File: src/rtl/qu_decoder.sv
// qu_decoder: registered RV32I decoder with a two-entry (main/skid) output buffer.
// The optional macro QU_DECODER_ZICSR_EN enables decoding of the Zicsr
// instructions as class CSR. Without it they are reported as illegal.
module qu_decoder #(
  parameter int PC_WIDTH    = 12,
  parameter int XLEN        = 32,
  parameter int COUNT_WIDTH = 16
) (
  input  logic                   clk,
  input  logic                   rst_n,
  input  logic                   flush,
  input  logic                   in_valid,
  output logic                   in_ready,
  input  logic [31:0]            in_instr,
  input  logic [PC_WIDTH-1:0]    in_pc,
  output logic                   out_valid,
  input  logic                   out_ready,
  output logic [PC_WIDTH-1:0]    out_pc,
  output logic [3:0]             out_class,
  output logic [4:0]             out_rd,
  output logic [4:0]             out_rs1,
  output logic [4:0]             out_rs2,
  output logic [2:0]             out_funct3,
  output logic [6:0]             out_funct7,
  output logic [XLEN-1:0]        out_imm,
  output logic                   out_illegal,
  output logic [COUNT_WIDTH-1:0] dec_count
);

  localparam logic [3:0] C_ALU_R = 4'd0, C_ALU_I = 4'd1, C_LOAD = 4'd2, C_STORE = 4'd3,
                         C_BRANCH = 4'd4, C_JAL = 4'd5, C_JALR = 4'd6, C_LUI = 4'd7,
                         C_AUIPC = 4'd8, C_SYSTEM = 4'd9, C_CSR = 4'd10, C_FENCE = 4'd11,
                         C_ILL = 4'd15;

  typedef struct packed {
    logic [PC_WIDTH-1:0] pc;
    logic [3:0]          cls;
    logic [4:0]          rd;
    logic [4:0]          rs1;
    logic [4:0]          rs2;
    logic [2:0]          f3;
    logic [6:0]          f7;
    logic [XLEN-1:0]     imm;
    logic                ill;
  } dec_t;

  // Sign-extend a 32-bit value to XLEN.
  function automatic logic [XLEN-1:0] sext32(input logic [31:0] v);
    return XLEN'($signed(v));
  endfunction

  logic [6:0] opc, f7;
  logic [4:0] rd, rs1, rs2;
  logic [2:0] f3;
  logic [XLEN-1:0] imm_i, imm_s, imm_b, imm_u, imm_j;
  logic ill;
  dec_t dec;

  assign opc = in_instr[6:0];
  assign rd  = in_instr[11:7];
  assign f3  = in_instr[14:12];
  assign rs1 = in_instr[19:15];
  assign rs2 = in_instr[24:20];
  assign f7  = in_instr[31:25];
  assign imm_i = sext32({{20{in_instr[31]}}, in_instr[31:20]});
  assign imm_s = sext32({{20{in_instr[31]}}, in_instr[31:25], in_instr[11:7]});
  assign imm_b = sext32({{20{in_instr[31]}}, in_instr[7], in_instr[30:25], in_instr[11:8], 1'b0});
  assign imm_u = sext32({in_instr[31:12], 12'b0});
  assign imm_j = sext32({{12{in_instr[31]}}, in_instr[19:12], in_instr[20], in_instr[30:21], 1'b0});

  // Combinational decode; illegal encodings collapse to class 15 with all fields cleared.
  always_comb begin
    dec    = '0;
    dec.pc = in_pc;
    dec.f3 = f3;
    ill    = (in_instr[1:0] != 2'b11);
    case (opc)
      7'b0110011: begin
        dec.cls = C_ALU_R; dec.rd = rd; dec.rs1 = rs1; dec.rs2 = rs2; dec.f7 = f7;
        if (f7 != 7'h00 && f7 != 7'h20) ill = 1'b1;
        if (f7 == 7'h20 && f3 != 3'b000 && f3 != 3'b101) ill = 1'b1;
      end
      7'b0010011: begin
        dec.cls = C_ALU_I; dec.rd = rd; dec.rs1 = rs1; dec.imm = imm_i;
        if (f3 == 3'b001) begin
          dec.f7 = f7;
          if (f7 != 7'h00) ill = 1'b1;
        end else if (f3 == 3'b101) begin
          dec.f7 = f7;
          if (f7 != 7'h00 && f7 != 7'h20) ill = 1'b1;
        end
      end
      7'b0000011: begin
        dec.cls = C_LOAD; dec.rd = rd; dec.rs1 = rs1; dec.imm = imm_i;
        if (f3 == 3'b011 || f3 == 3'b110 || f3 == 3'b111) ill = 1'b1;
      end
      7'b0100011: begin
        dec.cls = C_STORE; dec.rs1 = rs1; dec.rs2 = rs2; dec.imm = imm_s;
        if (f3 > 3'b010) ill = 1'b1;
      end
      7'b1100011: begin
        dec.cls = C_BRANCH; dec.rs1 = rs1; dec.rs2 = rs2; dec.imm = imm_b;
        if (f3 == 3'b010 || f3 == 3'b011) ill = 1'b1;
      end
      7'b1101111: begin dec.cls = C_JAL; dec.rd = rd; dec.imm = imm_j; end
      7'b1100111: begin
        dec.cls = C_JALR; dec.rd = rd; dec.rs1 = rs1; dec.imm = imm_i;
        if (f3 != 3'b000) ill = 1'b1;
      end
      7'b0110111: begin dec.cls = C_LUI;   dec.rd = rd; dec.imm = imm_u; end
      7'b0010111: begin dec.cls = C_AUIPC; dec.rd = rd; dec.imm = imm_u; end
      7'b1110011: begin
        if (f3 == 3'b000) begin
          // Only ECALL (imm 0) and EBREAK (imm 1) with rd = rs1 = 0.
          dec.cls = C_SYSTEM; dec.imm = imm_i;
          if (in_instr[31:21] != 11'd0 || rs1 != 5'd0 || rd != 5'd0) ill = 1'b1;
        end else if (f3 == 3'b100) begin
          ill = 1'b1;
        end else begin
`ifdef QU_DECODER_ZICSR_EN
          // rs1 field doubles as the uimm for the immediate forms.
          dec.cls = C_CSR; dec.rd = rd; dec.rs1 = rs1; dec.imm = XLEN'(in_instr[31:20]);
`else
          ill = 1'b1;
`endif
        end
      end
      7'b0001111: begin
        dec.cls = C_FENCE; dec.rd = rd; dec.rs1 = rs1; dec.imm = imm_i;
        if (f3 != 3'b000 && f3 != 3'b001) ill = 1'b1;
      end
      default: ill = 1'b1;
    endcase
    if (ill) begin
      dec     = '0;
      dec.pc  = in_pc;
      dec.cls = C_ILL;
      dec.ill = 1'b1;
    end
  end

  dec_t m_q, s_q, m_n, s_n;
  logic m_vld, s_vld, m_vld_n, s_vld_n, rdy_q;
  logic acc, drain;

  assign acc   = in_valid & rdy_q;
  assign drain = m_vld & out_ready;

  // Skid next-state: M refills from S first, else from the input; stalled M diverts input to S.
  always_comb begin
    m_n = m_q; s_n = s_q; m_vld_n = m_vld; s_vld_n = s_vld;
    if (flush) begin
      m_vld_n = 1'b0;
      s_vld_n = 1'b0;
    end else if (drain) begin
      if (s_vld) begin
        m_n = s_q; s_vld_n = 1'b0;
      end else if (acc) begin
        m_n = dec;
      end else begin
        m_vld_n = 1'b0;
      end
    end else if (!m_vld) begin
      if (acc) begin m_n = dec; m_vld_n = 1'b1; end
    end else if (acc) begin
      s_n = dec; s_vld_n = 1'b1;
    end
  end

  // Buffer state registers; in_ready is registered as "S will be empty".
  always_ff @(posedge clk) begin
    if (!rst_n) begin
      m_q <= '0; s_q <= '0; m_vld <= 1'b0; s_vld <= 1'b0; rdy_q <= 1'b1;
    end else begin
      m_q <= m_n; s_q <= s_n; m_vld <= m_vld_n; s_vld <= s_vld_n; rdy_q <= !s_vld_n;
    end
  end

  // Completed output handshakes; flush does not clear it.
  always_ff @(posedge clk) begin
    if (!rst_n)     dec_count <= '0;
    else if (drain) dec_count <= dec_count + 1'b1;
  end

  assign in_ready    = rdy_q;
  assign out_valid   = m_vld;
  assign out_pc      = m_q.pc;
  assign out_class   = m_q.cls;
  assign out_rd      = m_q.rd;
  assign out_rs1     = m_q.rs1;
  assign out_rs2     = m_q.rs2;
  assign out_funct3  = m_q.f3;
  assign out_funct7  = m_q.f7;
  assign out_imm     = m_q.imm;
  assign out_illegal = m_q.ill;

endmodule

File: config.mk
export PLATFORM = sky130hd
export DESIGN_NAME = qu_decoder
export DESIGN_NICKNAME = d
export VERILOG_FILES = /design/src/rtl/qu_decoder.sv
export SDC_FILE = /design/constraint.sdc
export NUM_CORES = 1
export LEC_CHECK = 0
export BUFFER_PORTS_ARGS = -buffer_cell sky130_fd_sc_hd__clkbuf_2
export CORE_MARGIN = 2
export CORE_UTILIZATION = 50
export DETAILED_ROUTE_END_ITERATION = 8
export PLACE_DENSITY = 0.75
export SYNTH_ARGS = -nofsm -noshare
export SYNTH_HDL_FRONTEND = slang
export SYNTH_SLANG_ARGS = --single-unit
export TNS_END_PERCENT = 20
File: constraint.sdc
create_clock -name clk -period 4.48 [get_ports clk]
set_clock_uncertainty 0.05 [all_clocks]
set_input_delay 0.896 -clock clk [delete_from_list [all_inputs] [get_ports clk]]
set_output_delay 0.896 -clock clk [all_outputs]
set_load 0.05 [all_outputs]
==> metrics.txt, run 1 <==
outcome=finished, final reports clean; share of cells above drive strength 1=19.5%; hpwl dp=15100 um; Clk Latency, worst-skew pair=0.43 ns; Final Hold Vio Count=0; WL/cell=18.6 um; commonest non-fill, non-tap cell in the layout=dfxtp_1; post-CTS resize count=0; Routed WL=23400 um; cells on worst reg2reg path=7; vias in the first global route=7247; Chip Width=130 um; reg2reg end=out_imm[20]; die area=0.0169 sq mm; sequential fraction of the synthesis area=42.1%; initial antenna violation count=0; Worst Setup SP=in_instr[5]; Ant. Diodes=0; CP endpoint kind=flop; clock slew seen by the registers of the worst setup and hold paths=0.07 ns; Worst Tran Pin Value=1.05 ns; syn nets=990; vias per cell=6.25; CP Cell Sequence=clkbuf_2 > nand2_1 > nor2_1 > and4bb_2 > nor4bb_2 > and3_1 > buf_4 > a31oi_1 > o221a_2; Starting Density=50.5%; P_leak=3.91 nW; storage element area=0.00334 sq mm; Tcrit/Tclk final=66.5%; Peak VDD IR=0.286 mV; final core occ=58.7%; area grow syn2layout=16.4%; area of the multi-input gates=0.00418 sq mm; CTS tree=built; post-synth cell types=63; GP Congestion=0.883; Crit Reg-Reg Startpoint=out_valid; Syn Inst Count=940; worst hold slack=0.408 ns; Root Driver=clkbuf_16; hold buffer count at cts=0; maxcap violations=0; Die Span Y=130 um; crit path to=out_class[0]; drt first-iter violations=770; setup_tns=0 ns; Post-CTS Repair Setup Buffers=0; dpl cell area=0.00863 sq mm; Core Region=0.0157 sq mm; crit start category=input pin; first-pass GRT wire length=37100 um; worst-case clock buffer depth=2; Ports=141; Avg Inst Size Synth=8.44 sq um; Post-synth EDFFs=0; Crit Path Max Fanout=28; Worst Hold Depth=2; fmax=336 MHz; DR pass1 iterations=5; Setup-failing EPs final=0; total congestion overflow=0; DP Worst Slack=1.14 ns; port bufs=140; most frequent cells in the layout=dfxtp_1 (167), clkbuf_2 (139), nand2_1 (122); Tot Pwr=3.42 mW; pwr dens=371 mW/mm^2; Final Max Slew Viols=0; critical path type=input pin to flop; CTS Buf Count=17; Hold WC Path Type=flop to flop; Finished Layout Cells=1255; total track usage=27.8%; crit path DAT=3.25 ns; post-route ant nets=0; Rel. slew slack=30.0%; R2R Setup Slk=1.75 ns; fraction of registers with async set/reset=0%; RSZ-0062 raised after global routing=false; FILL cells=1431; Final Net Count=1076; H-tree depth=4; Final Instance Area=0.00923 sq mm; Placed Cells=1223; drt drc=0; vias=7842; fin crit period=2.98 ns; Post-Syn Area=0.00793 sq mm; CP max stage delay=0.38 ns; ys flop type=dfxtp_1; #FFs+latches synth=167; row count=46; critical path required time=4.75 ns; final worst setup slack=1.50 ns; pin count of the biggest net entering global routing=83; CTS sink count=167; synthesis warning total=0; critical path's slowest cell=nor4bb_2
[cells in the mapped netlist (2+ instances only)]
master | instances | area share (%)
and3_1 | 15 | 1.2
nor2_1 | 52 | 2.5
o32a_1 | 2 | 0.25
o22ai_1 | 2 | 0.16
a21oi_1 | 62 | 3.9
buf_4 | 3 | 0.28
buf_2 | 13 | 0.82
and2_1 | 18 | 1.4
o21ai_0 | 49 | 3.1
xnor2_1 | 9 | 0.99
or4_1 | 2 | 0.19
or3_1 | 9 | 0.71
a21boi_0 | 16 | 1.5
a22oi_1 | 11 | 1.0
nand4_1 | 11 | 0.87
and4_1 | 3 | 0.33
a221oi_1 | 3 | 0.33
o21a_1 | 5 | 0.47
nor2b_1 | 11 | 0.87
inv_1 | 6 | 0.28
nand2b_1 | 6 | 0.47
a31oi_1 | 6 | 0.47
and4b_1 | 2 | 0.25
buf_6 | 6 | 0.85
a32o_1 | 48 | 6.1
and4bb_2 | 2 | 0.32
a21o_1 | 16 | 1.5
buf_1 | 4 | 0.19
nor4_1 | 3 | 0.24
o31ai_1 | 4 | 0.38
nand2_1 | 122 | 5.8
xor2_1 | 3 | 0.33
clkbuf_1 | 62 | 2.9
o211a_1 | 12 | 1.5
o221a_2 | 2 | 0.28
a211oi_1 | 3 | 0.28
a22o_1 | 33 | 3.6
o221ai_1 | 22 | 2.4
o211ai_1 | 2 | 0.19
dfxtp_1 | 167 | 42
a32oi_1 | 2 | 0.22
nor3_1 | 41 | 2.6
nand3_1 | 50 | 3.2
[worst min-delay path by stage]
stage               slack [ns]     from  endpoint
floorplan                 0.38  s_q[15]   s_q[15]
global placement          0.39  s_q[15]   s_q[15]
detailed placement        0.39  s_q[12]   s_q[12]
CTS                       0.41  s_q[47]   s_q[47]
global route              0.43  s_q[32]   s_q[32]
finish                    0.41  s_q[12]   s_q[12]
[kinds of logic after synthesis]
logic type | share of synthesized area (%)
AOI/OAI and AO/OA | 28.6
xor gates and xnor gates | 1.33
buffers and inverters | 5.36
DFF | 42.1
muxes | 0.126
and+or+nand+nor | 22.3
adders and majority gates | 0.158
[final cells by class]
cell class	count	area share (%)
multi-input cells	679	45.3
flip-flops and latches	167	36.2
repair buffers	155	8.84
clock buffers	18	4.76
well taps	216	2.93
clock inverters	14	1.72
inverters	6	0.244
[flip-flops by register name, summed over array words and instances, names as in the netlist]
register and cells:
out_rs1 5, out_funct7 7, in_ready 1, out_valid 1, s_q 74, out_imm 32
out_class 4, s_vld 1, out_rs2 5, out_funct3 3, out_illegal 1, out_rd 5
out_pc 12, dec_count 16
[critical path, delay by kind of cell]
| kind | cells | cell delay, ns |
|---|---|---|
| AOI/OAI and AO/OA | 2 | 0.43 |
| and+or+nand+nor | 5 | 1.31 |
| buffers and inverters | 2 | 0.63 |
[report_power, final]
group	switching (mW)	internal [mW]
registers	0.0227	1.51
logic	0.287	0.109
clock network	0.641	0.851
total	0.951	2.47
[per-layer routing]
layer	share of wire (%)	track usage [%]	wire length (um)	vias up
met3	8.1	6.11	1910	62
li1	-	-	-	3678
met2	46	43.9	10700	384
met4	3.6	14.2	832	0
met5	0	0	0	-
met1	42	35.8	9920	3718
No activity file was read; power rests on OpenSTA's default activity.
==> inputs of run 2 (changes only) <==
- ABC_AREA: unset -> 1
- PLACE_DENSITY: 0.75 -> 0.77
- clock period: 4.48 -> 2.7 ns (I/O delays scaled with it)
==> metrics.txt, run 2 <==
drt first-iter violations=832 (+8.1%); final core occ=60.2% (+1.4 points); area grow syn2layout=17.8%; synthesis warning total=0 (unchanged); die area=0.0187 sq mm (+11%); port bufs=140 (unchanged); synth cell count leaders=nand2_1 (242), dfxtp_1 (167), a21oi_1 (126), inv_1 (95), o21ai_0 (93); Biggest register=s_q; fmax=454 MHz; Placed Cells=1516 (+24%); P_leak=4.49 nW (+15%); Ports=141 (unchanged); Die Span Y=137 um (+5.3%); Routed WL=25700 um (+9.8%); WL/cell=16.6 um (-11%); Final Hold Vio Count=0 (unchanged); first-pass GRT wire length=41000 um (+10%); crit start category=input pin; share of the synthesized area in the top cell type=37.9% (-4.3 points); Ant. Diodes=0 (unchanged); drt drc=0 (unchanged); Simple-Gate Fraction of Synth Area=26.9% (+4.6 points); Chip Width=137 um (+5.3%); R2R Setup Slk=0.57 ns (-1.18 ns); Tcrit/Tclk final=81.5%; post-CTS resize count=0 (unchanged); cell taking the most area after synthesis=dfxtp_1; xor/xnor share of the synthesized area=0.198% (-1.1 points); commonest non-fill, non-tap cell in the layout=nand2_1; crit path DAT=2.51 ns (-0.74 ns); hold endpoint=s_q[66]; Hold Startpoint=in_pc[4]; Post-Syn Area=0.00883 sq mm (+11%); setup_tns=0 ns (unchanged); DR pass1 iterations=6 (+1); Final Max Slew Viols=0 (unchanged); vias in the first global route=7854 (+8.4%); post-route ant nets=0 (unchanged); Worst Tran Pin Value=0.813 ns (-0.235 ns); CTS tree=built; syn nets=1257 (+27%); fraction of registers with async set/reset=0% (unchanged); total track usage=27.5% (-0.23 points); CTS Buf Count=17 (unchanged); pin count of the biggest net entering global routing=114 (+37%); Starting Density=51.1% (+0.57 points); Syn Inst Count=1207 (+28%); outcome=finished, final reports clean; Post-synth EDFFs=0 (unchanged); RSZ-0062 raised after global routing=false; Core Region=0.0173 sq mm (+10%); Peak VDD IR=0.465 mV (+63%); clock slew seen by the registers of the worst setup and hold paths=0.07 ns (about the same); Avg Inst Size Synth=7.32 sq um (-13%); Clk Latency, worst-skew pair=0.43 ns (about the same); vias per cell=5.70 (-8.8%); most common cell in the netlist=nand2_1; total congestion overflow=0 (unchanged); Hold WC Path Type=input pin to flop; Crit Path Max Fanout=20 (-29%); Synth Area in Adders=0.142% (-0.016 points); Finished Layout Cells=1548 (+23%); CP endpoint kind=flop; #FFs+latches synth=167 (unchanged); Root Driver=clkbuf_16; CTS sink count=167 (unchanged); Crit Reg-Reg Startpoint=out_valid; fin crit period=2.20 ns; most frequent cells in the layout=nand2_1 (241), dfxtp_1 (167), clkbuf_2 (140); hpwl dp=17200 um (+14%); Final Net Count=1360 (+26%); critical path required time=3.01 ns (-1.74 ns); initial antenna violation count=0 (unchanged); combinational family with the most area after synthesis=simple AND/OR/NAND/NOR gates; ys flop type=dfxtp_1; Worst Hold Depth=3 (+1); FILL cells=1566 (+9.4%); max reg flops=74 (unchanged); row count=48 (+4.3%); critical path type=input pin to flop; Setup-failing EPs final=0 (unchanged); H-tree depth=4 (unchanged); worst-case clock buffer depth=2 (unchanged); Synth area leaders=dfxtp_1 (38%), nand2_1 (10%), a21oi_1 (7.1%); share of cells above drive strength 1=26.8% (+7.2 points); cells on worst reg2reg path=9 (+2); hold buffer count at cts=0 (unchanged); reg2reg end=dec_count[15]; maxcap violations=0 (unchanged); Synth Area in Compound Gates=25.4% (-3.3 points); vias=8824 (+13%); GP Congestion=0.968 (+9.5%); mux contribution to synthesized area=0% (-0.13 points); Rel. slew slack=45.8% (+16 points); post-synth cell types=41 (-35%); sequential fraction of the synthesis area=37.9% (-4.3 points); Tot Pwr=6.16 mW (+80%); pwr dens=592 mW/mm^2 (+60%); worst hold slack=0.297 ns (-0.110 ns); Post-CTS Repair Setup Buffers=0 (unchanged)
## run 2: changes by cell type in the layout (fill, tap and decap cells not counted), sizes merged, moves of 35 or more
cell,before,now
nand2,122,250
a21oi,62,167
inv,14,104
a32o,48,0
o21ai,50,95
nand3,50,93
nor2,52,92
o221a,2,37
## run 2: cell families after synthesis
logic type               Yosys count
AND/OR/NAND/NOR                  494
AO/OA/AOI/OAI                    351
buffers and inverters            192
flip-flops                       167
adder cells (fa/ha/maj)            1
XOR/XNOR                           2
## run 2: worst max-delay path by stage
stage | depth (start not counted) | endpoint | slack [ns] | startpoint
floorplan | 8 | out_imm[15] | 0.45 | out_valid
global placement | 16 | s_q[61] | 0.08 | in_instr[1]
detailed placement | 16 | s_q[61] | 0.12 | in_instr[1]
CTS | 16 | s_q[61] | 0.58 | in_instr[1]
global route | 8 | dec_count[14] | 0.34 | dec_count[0]
finish | 15 | out_imm[21] | 0.50 | in_instr[1]
## run 2: through the flow
| step | cell area (sq um) | setup slack (ns) |
|---|---|---|
| floorplan | 8830 | 0.449 |
| global placement | 9770 | 0.0829 |
| detailed placement | 9770 | 0.122 |
| CTS | 10400 | 0.576 |
| global route | 10400 | 0.344 |
| finish | 10400 | 0.499 |
## run 2: layout make-up
type | instances | area (sq um) | share of cell area [%]
multi-input combinational | 848 | 4660 | 44.8
clock buffer | 19 | 453 | 4.35
clock inverter | 13 | 185 | 1.78
sequential | 167 | 3340 | 32.1
tap | 225 | 282 | 2.71
inverter | 98 | 368 | 3.53
timing repair buffer | 178 | 1110 | 10.7
## run 2: critical path: stages
cell and delay [ns]:
clkbuf_2 0.08, nand2_2 0.10, inv_1 0.08, nand2_1 0.22, nor2_1 0.09, o21ai_1 0.25
nor2_1 0.10, nand2_1 0.07, inv_1 0.06, a21oi_4 0.15, buf_4 0.33, nand3_2 0.16
nand2_1 0.09, nand2_1 0.06, a21oi_2 0.11
## run 2: power by group
part           switching (mW)  total, mW  internal, mW
Sequential             0.0615       2.61          2.54
Combinational           0.662      0.931         0.270
Clock                    1.08       2.62          1.54
## run 2: layer usage
layer | wire length [um] | track usage (%) | up-vias
met3 | 1780 | 5.93 | 49
met2 | 11900 | 43.6 | 333
li1 | - | - | 4336
met1 | 11300 | 37.6 | 4106
met5 | 0 | 0 | -
met4 | 587 | 8.53 | 0
